### src/rtl/fract_scheduler.sv
// fract_scheduler: render sequencer for the fractal iteration core.
//
// Sweeps every pixel of a frame in raster order, hands each pixel to the core with a
// frame-stable center, waits for the 1-bit result and writes it to the frame buffer.
// The sweep restarts at pixel 0 when a frame completes or when the pan registers move.
//
// Ports:
//   clk, rst            system clock and synchronous active-high reset
//   enable              render enable; low parks the sequencer after the current pixel
//   centerx, centery    live pan values from the register file
//   core_start          one-cycle start pulse to the core
//   core_px, core_py    pixel coordinates for the core
//   core_cx, core_cy    center latched at the start of the frame
//   core_done           core result strobe
//   core_pixel          core result, valid with core_done
//   write               frame-buffer write strobe
//   write_pixel         frame-buffer write data
//   write_addr          frame-buffer write address (py*H_RES+px)
//   busy                high whenever the sequencer is not idle
//   frame_done          one-cycle pulse when a complete frame has been written
//   frame_count         completed-frame counter, wraps at 256
module fract_scheduler #(
    parameter int unsigned H_RES   = 640,
    parameter int unsigned V_RES   = 480,
    parameter int unsigned X_W     = 10,
    parameter int unsigned Y_W     = 9,
    parameter int unsigned ADDR_W  = 19,
    parameter int unsigned COORD_W = 32
) (
    input  logic               clk,
    input  logic               rst,
    input  logic               enable,
    input  logic [COORD_W-1:0] centerx,
    input  logic [COORD_W-1:0] centery,
    output logic               core_start,
    output logic [X_W-1:0]     core_px,
    output logic [Y_W-1:0]     core_py,
    output logic [COORD_W-1:0] core_cx,
    output logic [COORD_W-1:0] core_cy,
    input  logic               core_done,
    input  logic               core_pixel,
    output logic               write,
    output logic               write_pixel,
    output logic [ADDR_W-1:0]  write_addr,
    output logic               busy,
    output logic               frame_done,
    output logic [7:0]         frame_count
);

    typedef enum logic [2:0] {
        StIdle,
        StLatch,
        StIssue,
        StWait,
        StWrite
    } state_e;

    localparam logic [X_W-1:0] LastX = X_W'(H_RES - 1);
    localparam logic [Y_W-1:0] LastY = Y_W'(V_RES - 1);

    state_e               state_q;
    logic                 restart_q;
    logic [ADDR_W-1:0]    addr_q;
    logic                 start_q;
    logic [X_W-1:0]       px_q;
    logic [Y_W-1:0]       py_q;
    logic [COORD_W-1:0]   cx_q;
    logic [COORD_W-1:0]   cy_q;
    logic                 write_q;
    logic                 wpix_q;
    logic [ADDR_W-1:0]    waddr_q;
    logic                 busy_q;
    logic                 frame_done_q;
    logic [7:0]           frame_count_q;

    logic center_moved;
    logic last_px;

    assign center_moved = (centerx != cx_q) || (centery != cy_q);
    assign last_px      = (px_q == LastX) && (py_q == LastY);

    // All outputs are registers: each transition also loads the outputs that the
    // destination state presents, so core_start/write/busy line up with the state.
    always_ff @(posedge clk) begin
        if (rst) begin
            state_q       <= StIdle;
            restart_q     <= 1'b0;
            addr_q        <= '0;
            start_q       <= 1'b0;
            px_q          <= '0;
            py_q          <= '0;
            cx_q          <= '0;
            cy_q          <= '0;
            write_q       <= 1'b0;
            wpix_q        <= 1'b0;
            waddr_q       <= '0;
            busy_q        <= 1'b0;
            frame_done_q  <= 1'b0;
            frame_count_q <= '0;
        end else begin
            start_q      <= 1'b0;
            write_q      <= 1'b0;
            frame_done_q <= 1'b0;
            unique case (state_q)
                StIdle: begin
                    if (enable) begin
                        state_q <= StLatch;
                        busy_q  <= 1'b1;
                    end
                end
                StLatch: begin
                    // Center is sampled here directly, so a change now is not a restart.
                    cx_q      <= centerx;
                    cy_q      <= centery;
                    px_q      <= '0;
                    py_q      <= '0;
                    addr_q    <= '0;
                    restart_q <= 1'b0;
                    start_q   <= 1'b1;
                    state_q   <= StIssue;
                end
                StIssue: begin
                    if (center_moved) restart_q <= 1'b1;
                    state_q <= StWait;
                end
                StWait: begin
                    if (center_moved) restart_q <= 1'b1;
                    if (core_done) begin
                        wpix_q  <= core_pixel;
                        waddr_q <= addr_q;
                        write_q <= 1'b1;
                        state_q <= StWrite;
                    end
                end
                StWrite: begin
                    // A move seen during this very cycle counts as a restart too.
                    if (restart_q || center_moved) begin
                        state_q <= StLatch;
                    end else if (!enable) begin
                        state_q <= StIdle;
                        busy_q  <= 1'b0;
                    end else if (last_px) begin
                        frame_done_q  <= 1'b1;
                        frame_count_q <= frame_count_q + 8'd1;
                        state_q       <= StLatch;
                    end else begin
                        if (px_q == LastX) begin
                            px_q <= '0;
                            py_q <= py_q + 1'b1;
                        end else begin
                            px_q <= px_q + 1'b1;
                        end
                        addr_q  <= addr_q + 1'b1;
                        start_q <= 1'b1;
                        state_q <= StIssue;
                    end
                end
                default: begin
                    state_q <= StIdle;
                    busy_q  <= 1'b0;
                end
            endcase
        end
    end

    assign core_start  = start_q;
    assign core_px     = px_q;
    assign core_py     = py_q;
    assign core_cx     = cx_q;
    assign core_cy     = cy_q;
    assign write       = write_q;
    assign write_pixel = wpix_q;
    assign write_addr  = waddr_q;
    assign busy        = busy_q;
    assign frame_done  = frame_done_q;
    assign frame_count = frame_count_q;

endmodule

### config.mk
export PLATFORM = sky130hd
export DESIGN_NAME = fract_scheduler
export DESIGN_NICKNAME = d
export VERILOG_FILES = /design/src/rtl/fract_scheduler.sv
export SDC_FILE = /design/constraint.sdc
export NUM_CORES = 1
export LEC_CHECK = 0
export BUFFER_PORTS_ARGS = -buffer_cell sky130_fd_sc_hd__buf_2
export CAP_MARGIN = 5
export CELL_PAD_IN_SITES_DETAIL_PLACEMENT = 1
export CELL_PAD_IN_SITES_GLOBAL_PLACEMENT = 1
export CORE_ASPECT_RATIO = 1.2
export CORE_MARGIN = 2
export CORE_UTILIZATION = 37
export CTS_CLUSTER_SIZE = 12
export DETAILED_ROUTE_END_ITERATION = 7
export PLACE_DENSITY_LB_ADDON = 0.05
export SLEW_MARGIN = 20
export SYNTH_ARGS = -nofsm -noshare
export SYNTH_HDL_FRONTEND = slang
export SYNTH_SLANG_ARGS = --single-unit
export TNS_END_PERCENT = 1
### constraint.sdc
create_clock -name clk -period 2.7 [get_ports clk]
set_clock_uncertainty 0.15 [all_clocks]
set_input_delay 0.27 -clock clk [delete_from_list [all_inputs] [get_ports clk]]
set_output_delay 0.27 -clock clk [all_outputs]
set_load 0.02 [all_outputs]
* Word-level counts from Yosys, hierarchy flattened
Cells that the tools add are included.
** Storage, ports and cells
- Bits in read-only memories :: 0
- Input bits :: 69
- Output and inout port bits :: 115
- Word-level logic and storage cells :: 88
- Bits in registers :: 138
- Memory bits (writable) :: 0
- Bits in latches :: 0
- Memories kept :: 0
** Cells by class
- Equal/unequal tests :: 16
- Magnitude comparators :: 0
- Bitwise logic cells :: 5
- $add $sub $neg :: 4
- Reduce and logical (&&, ||, !) cells :: 17
- Multiplexer cells :: 32
- Divide/modulo/power cells :: 0
- Multiply operators :: 0
- Shift operators :: 0
** Operators with widths (count)
- $ne A32 B32 Y1 :: 2
- $mux W19 :: 3
- $mux W10 :: 4
- $pmux W19 S2 :: 1
- $mux W9 :: 4
- $pmux W10 S2 :: 1
- $add A19 B1 Y19 const B :: 1
- $pmux W9 S2 :: 1
- $pmux W3 S5 :: 1
- $ne A2 B2 Y1 const B :: 7
- $reduce_and A4 Y1 :: 3
- $add A10 B1 Y10 const B :: 1
- $eq A10 B10 Y1 const B :: 1
- $add A9 B1 Y9 const B :: 1
- $eq A9 B9 Y1 const B :: 1
- $mux W1 :: 9
- $add A8 B1 Y8 const B :: 1
- $eq A3 B2 Y1 const B :: 2
- $mux W2 :: 3
- $mux W3 :: 2
- $reduce_and A2 Y1 :: 3
- $not A1 Y1 :: 5
- $reduce_and A5 Y1 :: 1
- $pmux W1 S2 :: 2
- other kinds (11) :: 14

* Logic depth before layout (Yosys ltp)
Gate-level depths: netlist of run 1.
- Depth in word-level cells :: 6
- Gate-level depth with buffers :: 11
- Mapped depth without buffers :: 8

* Least setup slack after synthesis of run 1
No wires, ideal clock.
- Path type :: reg2reg
- Start :: register py_q[0] (netlist: core_py[0])
- End :: register frame_count_q[3] (netlist: frame_count[3])
- Clock period less this slack :: 2.563 ns
- Cell stages (with the launch flop) :: 9
- Slack :: 0.137 ns
- Arrival :: 2.343 ns
- Cells stage by stage :: dfxtp_1 > ha_1 > and3_2 > nand2_1 > nor4_4 > nand2_2 > nor4_4 > or3b_1 > a21oi_1
** Between the ends
- Longest elaborated chain between the ends :: 3
** Ends and longest elaborated chain
- start: declaration :: RTL line 66 : logic [Y_W-1:0] py_q;
- start signal: assignment :: RTL line 149 : py_q <= py_q + 1'b1;
- $eq A9 B9 Y1 :: RTL line 80 : assign last_px = (px_q == LastX) && (py_q == LastY);
- $logic_and A1 B1 Y1 :: RTL line 80
- $reduce_and A4 Y1 (no source line)
- end signal: assignment :: RTL line 144 : frame_count_q <= frame_count_q + 8'd1;
- end: declaration :: RTL line 74 : logic [7:0] frame_count_q;
Every way passes these cells.
A chain may end at the register's enable or synchronous reset.

* Final worst setup path of run 1
- Start :: input centerx[18]
- End :: register px_q[8] (netlist: core_px[8])
** Between the ends
- Longest elaborated chain between the ends :: 5
** Ends and longest elaborated chain
- start: declaration :: RTL line 33 : input logic [COORD_W-1:0] centerx,
- $ne A32 B32 Y1 :: RTL line 79 : assign center_moved = (centerx != cx_q) || (centery != cy_q);
- $logic_or A1 B1 Y1 :: RTL line 79
- $logic_or A1 B1 Y1 :: RTL line 137 : if (restart_q || center_moved) begin
- $ne A2 B2 Y1 (no source line)
- $reduce_and A4 Y1 (no source line)
- end signal: assignment :: RTL line 151 : px_q <= px_q + 1'b1;
- end: declaration :: RTL line 65 : logic [X_W-1:0] px_q;
Every way passes these cells.

==> metrics.txt, run 1 <==
# TYPE chip_impl_metric gauge
chip_impl_info{name="outcome",value="finished with violations"} 1
chip_impl_info{name="violations",value="negative setup slack"} 1
chip_impl_metric{name="drt_pass1_iterations",unit=""} 4
chip_impl_metric{name="postRouteAntennaNets",unit=""} 0
chip_impl_metric{name="ir_worst_vdd",unit="V"} 0.000352
chip_impl_metric{name="finalMaxSlewViolations",unit=""} 0
chip_impl_metric{name="initial_core_util",unit="%"} 37.6
chip_impl_metric{name="die_width",unit="um"} 123
chip_impl_metric{name="cts_inserted_buffers",unit=""} 17
chip_impl_metric{name="place.port_buffers",unit=""} 183
chip_impl_info{name="worst_setup_path_startpoint",value="centerx[18]"} 1
chip_impl_metric{name="synth_edf_count",unit=""} 0
chip_impl_metric{name="power.combinational.fraction",unit="%"} 16.0
chip_impl_metric{name="cellPowerDensity",unit="mW/mm^2"} 594
chip_impl_metric{name="reg2reg_depth",unit=""} 10
chip_impl_metric{name="drc",unit=""} 0
chip_impl_metric{name="yosys.area.top_type_share",unit="%"} 44.0
chip_impl_metric{name="final_util",unit="%"} 54.2
chip_impl_metric{name="global_route.usage.total",unit="%"} 24.0
chip_impl_metric{name="post_route_cells_drive_above_1_share",unit="%"} 29.5
chip_impl_metric{name="nets",unit=""} 1093
chip_impl_metric{name="place_hpwl",unit="um"} 14800
chip_impl_metric{name="max_clock_freq",unit="GHz"} 0.368
chip_impl_info{name="netlist_top_cells_count",value="203 x sky130_fd_sc_hd__nand2_1, 138 x sky130_fd_sc_hd__dfxtp_1, 118 x sky130_fd_sc_hd__a21oi_1, 65 x sky130_fd_sc_hd__xnor2_1, 28 x sky130_fd_sc_hd__clkbuf_1"} 1
chip_impl_info{name="worst_r2r_startpoint",value="core_cx[12]"} 1
chip_impl_metric{name="routed-via-count",unit=""} 6431
chip_impl_metric{name="drv.max_cap_violation_count",unit=""} 0
chip_impl_metric{name="synth_nets",unit=""} 847
chip_impl_metric{name="met2_usage",unit="%"} 44.5
chip_impl_info{name="synthDominantAreaCellType",value="sky130_fd_sc_hd__dfxtp_1"} 1
chip_impl_info{name="critPathCaptureType",value="flop"} 1
chip_impl_metric{name="timing_worst_slew_pin_value",unit="ps"} 730
chip_impl_metric{name="pin_count_of_the_biggest_net_entering_global_routing",unit=""} 67
chip_impl_info{name="rr_endpoint",value="core_px[8]"} 1
chip_impl_metric{name="swShare",unit="%"} 27.8
chip_impl_info{name="hold_path_startpoint",value="core_done"} 1
chip_impl_metric{name="data_required_critical_path",unit="ps"} 2910
chip_impl_info{name="cts_root_buffer",value="sky130_fd_sc_hd__clkbuf_16"} 1
chip_impl_metric{name="final_setup_violation_count",unit=""} 2
chip_impl_metric{name="post_synth_simple_gate_area",unit="%"} 26.7
chip_impl_metric{name="syn_area",unit="sq mm"} 0.00628
chip_impl_metric{name="grt_ovf",unit=""} 0
chip_impl_metric{name="timing_hold_violations_final",unit=""} 0
chip_impl_metric{name="detail_route.wl_per_cell",unit="um"} 17.7
chip_impl_metric{name="signal_arrival_time_at_the_worst_endpoint",unit="ps"} 2930
chip_impl_info{name="hold-path-endpoint",value="state_q[1]"} 1
chip_impl_metric{name="worst_setup_hold_path_clk_slew",unit="ps"} 60
chip_impl_metric{name="placement_rows",unit=""} 52
chip_impl_metric{name="adder_and_majority_gate_portion_of_the_synthesized_area",unit="%"} 0.796
chip_impl_metric{name="clk_path_buf_depth",unit=""} 2
chip_impl_metric{name="place_worst_setup_slack",unit="ps"} -140
chip_impl_metric{name="r2r_slack",unit="ps"} 20
chip_impl_metric{name="gpl.final_weighted_congestion",unit=""} 0.772
chip_impl_metric{name="p_seq_share",unit="%"} 41.0
chip_impl_info{name="synth_area_leaders",value="sky130_fd_sc_hd__dfxtp_1 44%, sky130_fd_sc_hd__nand2_1 12%, sky130_fd_sc_hd__a21oi_1 9.4%"} 1
chip_impl_metric{name="final_period_minus_worst_setup_slack",unit="ps"} 2720
chip_impl_metric{name="synth.yosys.warnings",unit=""} 0
chip_impl_metric{name="hold_depth",unit=""} 4
chip_impl_metric{name="maxSlewHeadroom",unit="%"} 51.3
chip_impl_metric{name="postRouteWirelength",unit="um"} 22200
chip_impl_metric{name="cts.sinks",unit=""} 138
chip_impl_info{name="synth_ff_type",value="sky130_fd_sc_hd__dfxtp_1"} 1
chip_impl_metric{name="number_of_antenna_violations_at_the_first_check_in_global_routing",unit=""} 1
chip_impl_metric{name="netSwitchingPower",unit="mW"} 1.50
chip_impl_metric{name="power_frac_clock",unit="%"} 42.9
chip_impl_metric{name="clkLatencyLatePin",unit="ps"} 420
chip_impl_metric{name="met3_grt_util",unit="%"} 5.43
chip_impl_metric{name="route.detailed.vias_per_inst",unit=""} 5.14
chip_impl_metric{name="floorplan.io_pins",unit=""} 184
chip_impl_metric{name="yosysSeqAreaShare",unit="%"} 44.0
chip_impl_metric{name="number_of_instances_in_the_synthesized_netlist",unit=""} 774
chip_impl_info{name="tritoncts",value="done"} 1
chip_impl_info{name="criticalPathCategory",value="in -> reg"} 1
chip_impl_metric{name="post_synthesis_share_of_cell_area_spent_on_xor_and_xnor_gates",unit="%"} 9.20
chip_impl_metric{name="die_h",unit="um"} 147
chip_impl_metric{name="synth_compound_gate_area_share",unit="%"} 14.7
chip_impl_metric{name="dieArea",unit="sq mm"} 0.0180
chip_impl_metric{name="synth_async_sr_flop_share",unit="%"} 0
chip_impl_info{name="dominant_combinational_cell_family_by_area_after_synthesis",value="simple AND/OR/NAND/NOR gates"} 1
chip_impl_metric{name="yosys.cell_types.count",unit=""} 60
chip_impl_info{name="timing.critical_path.from_type",value="input port"} 1
chip_impl_info{name="rsz0062_at_grt",value="yes"} 1
chip_impl_metric{name="yosys-mux-area-fraction",unit="%"} 0.996
chip_impl_metric{name="first_iter_violations",unit=""} 297
chip_impl_metric{name="cts_htree_levels",unit=""} 4
chip_impl_metric{name="p_leak",unit="nW"} 3.64
chip_impl_metric{name="critPathMaxFanout",unit=""} 14
chip_impl_info{name="synth.most_common_cell",value="sky130_fd_sc_hd__nand2_1"} 1
chip_impl_metric{name="min_period_over_period",unit="%"} 101
chip_impl_metric{name="synthToLayoutAreaGrowth",unit="%"} 44.2
chip_impl_metric{name="synth-seq-cells",unit=""} 138
chip_impl_metric{name="placeableCoreArea",unit="sq mm"} 0.0167
chip_impl_info{name="top_usage_layer",value="met2"} 1
chip_impl_metric{name="postLayoutSetupSlackWorst",unit="ps"} -20.9
chip_impl_metric{name="power_internal",unit="mW"} 3.89
chip_impl_metric{name="grt_pass1_vias",unit=""} 6836
chip_impl_metric{name="postSynthAreaPerCell",unit="sq um"} 8.12
chip_impl_info{name="hold_crit_path_type",value="in -> reg"} 1
chip_impl_metric{name="grt_pass1_wl",unit="um"} 34100
chip_impl_metric{name="global_route.usage.met1",unit="%"} 26.2
## cell type report
class / count / area [sq um]
sequential: 138 / 2770
timing repair buffer: 268 / 1790
multi-input combinational: 581 / 3600
tap: 216 / 270
clock buffer: 20 / 457
antenna: 1 / 2.50
clock inverter: 12 / 123
fill: 2015 / 7660
inverter: 14 / 52.6
## worst max-delay path by stage
stage,cells past startpoint,end,slack [ps]
floorplan,8,frame_count[3],140
global placement,9,addr_q[16],-10
detailed placement,10,addr_q[15],-140
CTS,9,addr_q[8],1
global route,11,core_px[8],-100
finish,11,core_px[8],-20
## logic make-up after synthesis
logic type               Yosys count
XOR/XNOR                          66
adder cells (fa/ha/maj)            4
AO/OA/AOI/OAI                    164
multiplexers                       6
AND/OR/NAND/NOR                  340
flip-flops                       138
buffers and inverters             56
## power by group through the flow
stage	combinational (mW)	clock (mW)	sequential, mW
CTS	0.804	2.36	2.20
global placement	0.703	0	2.24
global route	0.934	2.45	2.22
floorplan	0.353	0	2.32
detailed placement	0.723	0	2.24
finish	0.863	2.31	2.21
## worst max-delay path, stage by stage
cell and delay, ps:
sky130_fd_sc_hd__dlygate4sd3_1 560, sky130_fd_sc_hd__buf_2 150, sky130_fd_sc_hd__xnor2_1 130, sky130_fd_sc_hd__nand4_1 160
sky130_fd_sc_hd__nor4_4 420, sky130_fd_sc_hd__nand4_4 180, sky130_fd_sc_hd__o21a_4 270, sky130_fd_sc_hd__buf_4 140
sky130_fd_sc_hd__buf_12 140, sky130_fd_sc_hd__or3_4 370, sky130_fd_sc_hd__a21oi_2 130
## state kept, by name (all words and copies together) (netlist names)
signal,count
core_cy,32
restart_q,1
frame_count,8
write_pixel,1
core_px,10
write,1
frame_done,1
busy,1
core_py,9
write_addr,19
addr_q,19
core_start,1
core_cx,32
state_q,3
## routing by layer
layer  wire length (um)  share of wire (%)
met1               8670                 39
met2              12000                 54
met3               1100                5.0
met4                429                1.9
met5                  0                  0
## through the flow
stage | std cells | instance area [sq um] | TNS [ps] | total power [mW] | hold slack (ps)
after floorplan | 774 | 6280 | 0 | 2.68 | 256
after global placement | 1156 | 7500 | -26.2 | 2.94 | 291
after detailed placement | 1156 | 7500 | -1840 | 2.97 | 298
after CTS | 1253 | 8740 | 0 | 5.36 | 1.89
after global routing | 1250 | 9060 | -905 | 5.60 | 94.4
final | 1250 | 9060 | -28.1 | 5.38 | 27.5
## timing repair
| action | CTS | global route |
|---|---|---|
| cloned | 0 | 1 |
| hold buffers | 65 | 0 |
| setup buffers | 0 | 5 |
| endpoints found under the hold margin | 65 | 0 |
| pin swaps | 3 | 32 |
| gates resized for setup | 1 | 60 |
| setup endpoints to repair | 19 | 22 |
## placed cells by master, fill, tap and decap left out, drive strengths merged, types with 5 or more instances in the layout
master        count
clkbuf           20
or2               5
buf             203
and3              8
nor2             28
dlymetal6s4s      5
nand4            24
nand2           204
or4               8
nand3            14
clkinv            7
xnor2            65
dfxtp           138
or3              13
dlygate4sd3      60
nor4              9
o21ai            16
inv              15
nor3              5
o31ai             7
a21oi           119
o221ai            7
No activity file was read; power rests on OpenSTA's default activity.
==> inputs of run 2 (changes only) <==
Settings changed: RECOVER_POWER set to 25.
==> run 2 against run 1 <==
Net effect: largest power group unchanged; highest routed layer unchanged; the flow still finishes with violations (negative setup slack); largest cell class unchanged; hold slack barely moved; clock power barely moved; final cell count did not move; sequential share of layout area rose by 0.10 points.
==> metrics.txt, run 2 (synthesis gave the netlist of run 1 again) <==
# TYPE chip_impl_metric gauge
chip_impl_metric{name="min_period_over_period",unit="%"} 101
chip_impl_info{name="criticalPathCategory",value="in -> reg"} 1
chip_impl_metric{name="worst_setup_hold_path_clk_slew",unit="ps"} 60
chip_impl_info{name="outcome",value="finished with violations"} 1
chip_impl_metric{name="gpl.final_weighted_congestion",unit=""} 0.772
chip_impl_info{name="timing.critical_path.from_type",value="input port"} 1
chip_impl_info{name="tritoncts",value="done"} 1
chip_impl_metric{name="post_route_cells_drive_above_1_share",unit="%"} 27.2
chip_impl_metric{name="grt_ovf",unit=""} 0
chip_impl_metric{name="nets",unit=""} 1093
chip_impl_metric{name="drv.max_cap_violation_count",unit=""} 0
chip_impl_metric{name="postLayoutSetupSlackWorst",unit="ps"} -19.6
chip_impl_metric{name="grt_pass1_vias",unit=""} 6836
chip_impl_metric{name="initial_core_util",unit="%"} 37.6
chip_impl_metric{name="ir_worst_vdd",unit="V"} 0.000351
chip_impl_metric{name="r2r_slack",unit="ps"} 10
chip_impl_info{name="critPathCaptureType",value="flop"} 1
chip_impl_info{name="mostFrequentLayoutCell",value="sky130_fd_sc_hd__nand2_1"} 1
chip_impl_metric{name="placeableCoreArea",unit="sq mm"} 0.0167
chip_impl_metric{name="grt_pass1_wl",unit="um"} 34100
chip_impl_metric{name="clkLatencyLatePin",unit="ps"} 420
chip_impl_metric{name="final_area",unit="sq mm"} 0.00903
chip_impl_metric{name="cts_inserted_buffers",unit=""} 17
chip_impl_metric{name="die_width",unit="um"} 123
chip_impl_metric{name="drc",unit=""} 0
chip_impl_info{name="layout.cells.most_common_list",value="203 x sky130_fd_sc_hd__nand2_1, 148 x sky130_fd_sc_hd__buf_2, 136 x sky130_fd_sc_hd__dfxtp_1, 111 x sky130_fd_sc_hd__a21oi_1, 60 x sky130_fd_sc_hd__dlygate4sd3_1"} 1
chip_impl_metric{name="floorplan.io_pins",unit=""} 184
chip_impl_metric{name="placement.cell_area",unit="sq mm"} 0.00750
chip_impl_metric{name="synthToLayoutAreaGrowth",unit="%"} 43.7
chip_impl_metric{name="final_period_minus_worst_setup_slack",unit="ps"} 2720
chip_impl_metric{name="global_route.usage.total",unit="%"} 24.0
chip_impl_metric{name="cellPowerDensity",unit="mW/mm^2"} 595
chip_impl_metric{name="total_power",unit="mW"} 5.38
chip_impl_metric{name="postRouteWirelength",unit="um"} 22100
chip_impl_metric{name="cts.sinks",unit=""} 138
chip_impl_metric{name="finalMaxSlewViolations",unit=""} 0
chip_impl_metric{name="final_setup_violation_count",unit=""} 2
chip_impl_metric{name="cts_htree_levels",unit=""} 4
chip_impl_metric{name="fillCellCount",unit=""} 2027
chip_impl_metric{name="place_hpwl",unit="um"} 14800
chip_impl_metric{name="number_of_antenna_violations_at_the_first_check_in_global_routing",unit=""} 1
chip_impl_metric{name="routed-via-count",unit=""} 6422
chip_impl_metric{name="timing_worst_slew_pin_value",unit="ps"} 729
chip_impl_metric{name="first_iter_violations",unit=""} 275
chip_impl_metric{name="fin_tns_setup",unit="ps"} -25.4
chip_impl_metric{name="critPathMaxFanout",unit=""} 14
chip_impl_info{name="hold_crit_path_type",value="in -> reg"} 1
chip_impl_metric{name="max_clock_freq",unit="GHz"} 0.368
chip_impl_metric{name="place.detailed.instances",unit=""} 1156
chip_impl_info{name="cts_root_buffer",value="sky130_fd_sc_hd__clkbuf_16"} 1
chip_impl_metric{name="route.detailed.vias_per_inst",unit=""} 5.14
chip_impl_metric{name="data_required_critical_path",unit="ps"} 2910
chip_impl_metric{name="p_leak",unit="nW"} 3.54
chip_impl_metric{name="die_h",unit="um"} 147
chip_impl_metric{name="dieArea",unit="sq mm"} 0.0180
chip_impl_info{name="violations",value="negative setup slack"} 1
chip_impl_metric{name="pin_count_of_the_biggest_net_entering_global_routing",unit=""} 67
chip_impl_metric{name="postRouteAntennaNets",unit=""} 0
chip_impl_metric{name="maxSlewHeadroom",unit="%"} 51.4
chip_impl_metric{name="post_layout_nonfiller_instances",unit=""} 1250
chip_impl_metric{name="hold-worst-slack",unit="ps"} 27.7
chip_impl_metric{name="clk_path_buf_depth",unit=""} 2
chip_impl_metric{name="detail_route.wl_per_cell",unit="um"} 17.7
chip_impl_info{name="rsz0062_at_grt",value="yes"} 1
chip_impl_metric{name="placement_rows",unit=""} 52
chip_impl_metric{name="drt_pass1_iterations",unit=""} 4
chip_impl_metric{name="timing_hold_violations_final",unit=""} 0
chip_impl_metric{name="place.port_buffers",unit=""} 183
chip_impl_metric{name="signal_arrival_time_at_the_worst_endpoint",unit="ps"} 2930
-- run 2: repair_timing --
action                                 in CTS  in global routing
resized for setup                           1                 60
pin swaps                                   3                 32
endpoints found under the hold margin      65                  0
hold buffers                               65                  0
cloned                                      0                  1
setup buffers                               0                  5
setup endpoints to repair                  19                 22
-- run 2: layout make-up --
type	count	area (sq um)	share of cell area (%)
Multi-Input combinational cell	581	3600	39.9
Sequential cell	138	2770	30.6
Timing Repair Buffer	268	1760	19.5
Clock buffer	20	457	5.06
Tap cell	216	270	2.99
Clock inverter	12	123	1.36
Inverter	14	52.6	0.582
Antenna cell	1	2.50	0.0277
-- run 2: path summary, 6_finish.rpt --
check | startpoint | endpoint | depth (start not counted)
setup / recovery | centerx[18] | core_px[8] | 11
hold / removal | core_done | state_q[1] | 4
setup reg to reg | core_cx[12] | core_px[8] | 10
hold reg to reg | write_addr[8] | write_addr[8] | 2
-- run 2: report_power, final --
group	switching, mW	internal [mW]	leakage, nW
clock network	0.905	1.40	0.286
registers	0.0899	2.12	1.12
logic	0.498	0.365	2.13
total	1.49	3.89	3.54
-- run 2: metal layers --
metal,global-route usage (%),wire length [um],vias up
met2,44.5,12000,143
met4,8.62,429,0
met5,0,0,-
met3,5.43,1090,34
met1,26.2,8640,3095
li1,-,-,3150
-- run 2: critical path, stage by stage --
cell and delay [ps]:
sky130_fd_sc_hd__dlygate4sd3_1 560, sky130_fd_sc_hd__buf_2 150, sky130_fd_sc_hd__xnor2_1 130, sky130_fd_sc_hd__nand4_1 160, sky130_fd_sc_hd__nor4_4 420, sky130_fd_sc_hd__nand4_4 180
sky130_fd_sc_hd__o21a_4 270, sky130_fd_sc_hd__buf_4 140, sky130_fd_sc_hd__buf_12 140, sky130_fd_sc_hd__or3_4 370, sky130_fd_sc_hd__a21oi_2 130
-- run 2: metrics by stage --
stage	utilization [%]	setup WS, ps
after global placement	44.9	-9.78
after floorplan	-	137
final	54.0	-19.6
after CTS	52.3	1.14
after detailed placement	44.9	-140
after global routing	54.0	-97.0
==> inputs of run 3 (changes only) <==
Settings changed: BUFFER_PORTS_ARGS -buffer_cell sky130_fd_sc_hd__buf_2 to -buffer_cell sky130_fd_sc_hd__buf_4.
==> run 3 against run 2 <==
Net effect: the run now ends clean; register-to-register slack gained 90 ps; via count grew 0.67%; largest cell class unchanged; sequential cell count is the same; sequential power is essentially flat; first-iteration DRC count shrank 0.73%; count of clock-buffer cells in the layout grew 2; setup slack gained 100 ps; power grew 1.1%; hold slack gained 60 ps; critical path depth shrank 1; critical endpoint is now addr_q[4]; die area is the same; sequential share of layout area shrank 0.80 points.
==> metrics.txt, run 3 (synthesis gave the netlist of run 1 again) <==
# TYPE chip_impl_metric gauge
chip_impl_info{name="outcome",value="finished clean"} 1
chip_impl_metric{name="data_required_critical_path",unit="ps"} 2900
chip_impl_metric{name="grt_pass1_vias",unit=""} 6650
chip_impl_metric{name="routed-via-count",unit=""} 6465
chip_impl_info{name="layout.cells.most_common_list",value="203 x sky130_fd_sc_hd__nand2_1, 142 x sky130_fd_sc_hd__buf_4, 135 x sky130_fd_sc_hd__dfxtp_1, 112 x sky130_fd_sc_hd__a21oi_1, 62 x sky130_fd_sc_hd__dlygate4sd3_1"} 1
chip_impl_metric{name="placeableCoreArea",unit="sq mm"} 0.0167
chip_impl_metric{name="antenna-diode-count",unit=""} 0
chip_impl_metric{name="initial_core_util",unit="%"} 37.6
chip_impl_info{name="tritoncts",value="done"} 1
chip_impl_metric{name="final_setup_violation_count",unit=""} 0
chip_impl_info{name="cts_root_buffer",value="sky130_fd_sc_hd__clkbuf_16"} 1
chip_impl_info{name="critPathCaptureType",value="flop"} 1
chip_impl_metric{name="placement_rows",unit=""} 52
chip_impl_metric{name="synthToLayoutAreaGrowth",unit="%"} 47.7
chip_impl_metric{name="cts_htree_levels",unit=""} 4
chip_impl_metric{name="signal_arrival_time_at_the_worst_endpoint",unit="ps"} 2820
chip_impl_metric{name="pin_count_of_the_biggest_net_entering_global_routing",unit=""} 82
chip_impl_metric{name="timing_hold_violations_final",unit=""} 0
chip_impl_metric{name="placement.cell_area",unit="sq mm"} 0.00799
chip_impl_metric{name="first_iter_violations",unit=""} 273
chip_impl_metric{name="met3WireLength",unit="um"} 1090
chip_impl_metric{name="max_clock_freq",unit="GHz"} 0.382
chip_impl_info{name="timing.critical_path.from_type",value="input port"} 1
chip_impl_metric{name="dieArea",unit="sq mm"} 0.0180
chip_impl_info{name="top_layer_used",value="met4"} 1
chip_impl_metric{name="detail_route.wl_per_cell",unit="um"} 18.0
chip_impl_metric{name="place_hpwl",unit="um"} 14500
chip_impl_metric{name="ir_worst_vdd",unit="V"} 0.000420
chip_impl_metric{name="drc",unit=""} 0
chip_impl_metric{name="postRouteAntennaNets",unit=""} 0
chip_impl_metric{name="maxSlewHeadroom",unit="%"} 50.9
chip_impl_metric{name="cts_inserted_buffers",unit=""} 17
chip_impl_metric{name="min_period_over_period",unit="%"} 97.0
chip_impl_metric{name="grt_pass1_wl",unit="um"} 34600
chip_impl_metric{name="register_area",unit="sq mm"} 0.00277
chip_impl_metric{name="worst_setup_hold_path_clk_slew",unit="ps"} 60
chip_impl_metric{name="critPathMaxFanout",unit=""} 6
chip_impl_metric{name="grt_ovf",unit=""} 0
chip_impl_metric{name="die_width",unit="um"} 123
chip_impl_metric{name="floorplan.io_pins",unit=""} 184
chip_impl_metric{name="postRouteWirelength",unit="um"} 22400
chip_impl_metric{name="number_of_antenna_violations_at_the_first_check_in_global_routing",unit=""} 0
chip_impl_metric{name="global_route.usage.total",unit="%"} 24.4
chip_impl_metric{name="route.detailed.vias_per_inst",unit=""} 5.18
chip_impl_metric{name="cellPowerDensity",unit="mW/mm^2"} 586
chip_impl_metric{name="multi_input_comb_area",unit="sq mm"} 0.00360
chip_impl_metric{name="p_leak",unit="nW"} 3.45
chip_impl_info{name="criticalPathCategory",value="in -> reg"} 1
chip_impl_metric{name="nets",unit=""} 1096
chip_impl_metric{name="final_period_minus_worst_setup_slack",unit="ps"} 2620
chip_impl_metric{name="final_area",unit="sq mm"} 0.00928
chip_impl_metric{name="drt_pass1_iterations",unit=""} 4
chip_impl_metric{name="clkLatencyLatePin",unit="ps"} 420
chip_impl_metric{name="post_route_cells_drive_above_1_share",unit="%"} 23.2
chip_impl_metric{name="clk_path_buf_depth",unit=""} 2
chip_impl_metric{name="timing_worst_slew_pin_value",unit="ps"} 737
chip_impl_metric{name="die_h",unit="um"} 147
chip_impl_metric{name="fillCellCount",unit=""} 1987
chip_impl_info{name="hold_crit_path_type",value="in -> reg"} 1
chip_impl_metric{name="cts.sinks",unit=""} 138
chip_impl_metric{name="drv.max_cap_violation_count",unit=""} 0
chip_impl_metric{name="gpl.final_weighted_congestion",unit=""} 0.744
chip_impl_metric{name="fin_tns_setup",unit="ps"} 0
chip_impl_metric{name="place.port_buffers",unit=""} 183
chip_impl_metric{name="wl_met2",unit="um"} 11900
chip_impl_metric{name="detailed_route_wire_length_on_metal_1",unit="um"} 9020
chip_impl_metric{name="finalMaxSlewViolations",unit=""} 0
chip_impl_info{name="mostFrequentLayoutCell",value="sky130_fd_sc_hd__nand2_1"} 1
run 3: per-layer routing:
layer	track usage (%)	up-vias
li1	-	3140
met1	28.0	3158
met2	44.6	144
met3	5.05	23
met4	7.18	0
met5	0	-
run 3: critical path, stage by stage:
cell	delay [ps]
sky130_fd_sc_hd__dlygate4sd3_1	570
sky130_fd_sc_hd__buf_4	150
sky130_fd_sc_hd__xnor2_1	170
sky130_fd_sc_hd__nand4_1	200
sky130_fd_sc_hd__nor4_4	300
sky130_fd_sc_hd__nand4_4	200
sky130_fd_sc_hd__o21a_4	300
sky130_fd_sc_hd__buf_4	150
sky130_fd_sc_hd__or3_4	360
sky130_fd_sc_hd__a21oi_2	140
run 3: path summary, 6_finish.rpt:
path	from	end	slack, ps	cells after the start
worst min-delay path	enable	busy	90	3
worst min register to register	write_addr[16]	write_addr[16]	300	2
worst max-delay path	centerx[17]	addr_q[4]	80	10
worst max register to register	core_cy[29]	addr_q[4]	100	9
run 3: area by class of cell:
type                       instances  share of cell area, %
multi-input combinational        583                   38.8
sequential                       138                   29.8
timing repair buffer             269                   21.7
clock buffer                      22                   5.22
tap                              216                   2.91
clock inverter                     6                  0.971
inverter                          14                  0.566
run 3: where the power goes:
part | switching, mW | total (mW) | internal (mW)
clock | 0.875 | 2.31 | 1.44
sequential | 0.0934 | 2.21 | 2.12
combinational | 0.507 | 0.911 | 0.405
run 3: timing repair:
action,4_1_cts,5_1_grt
hold endpoints to repair,66,0
cloned,1,2
buffers inserted,1,2
endpoints found under the setup margin,19,35
gates resized for setup,3,56
pin swaps,1,31
hold buffers,66,0
run 3: per-stage QoR:
stage	util (%)	setup WS [ps]	hold slack [ps]	total power [mW]	instances
final	55.5	80.5	88.1	5.44	1248
after global routing	55.5	-45.5	124	5.65	1248
after CTS	55.4	0.714	74.3	5.46	1255
after detailed placement	47.8	-86.4	299	3.04	1159
after global placement	47.8	-10.9	294	3.02	1159
after floorplan	-	137	256	2.68	774
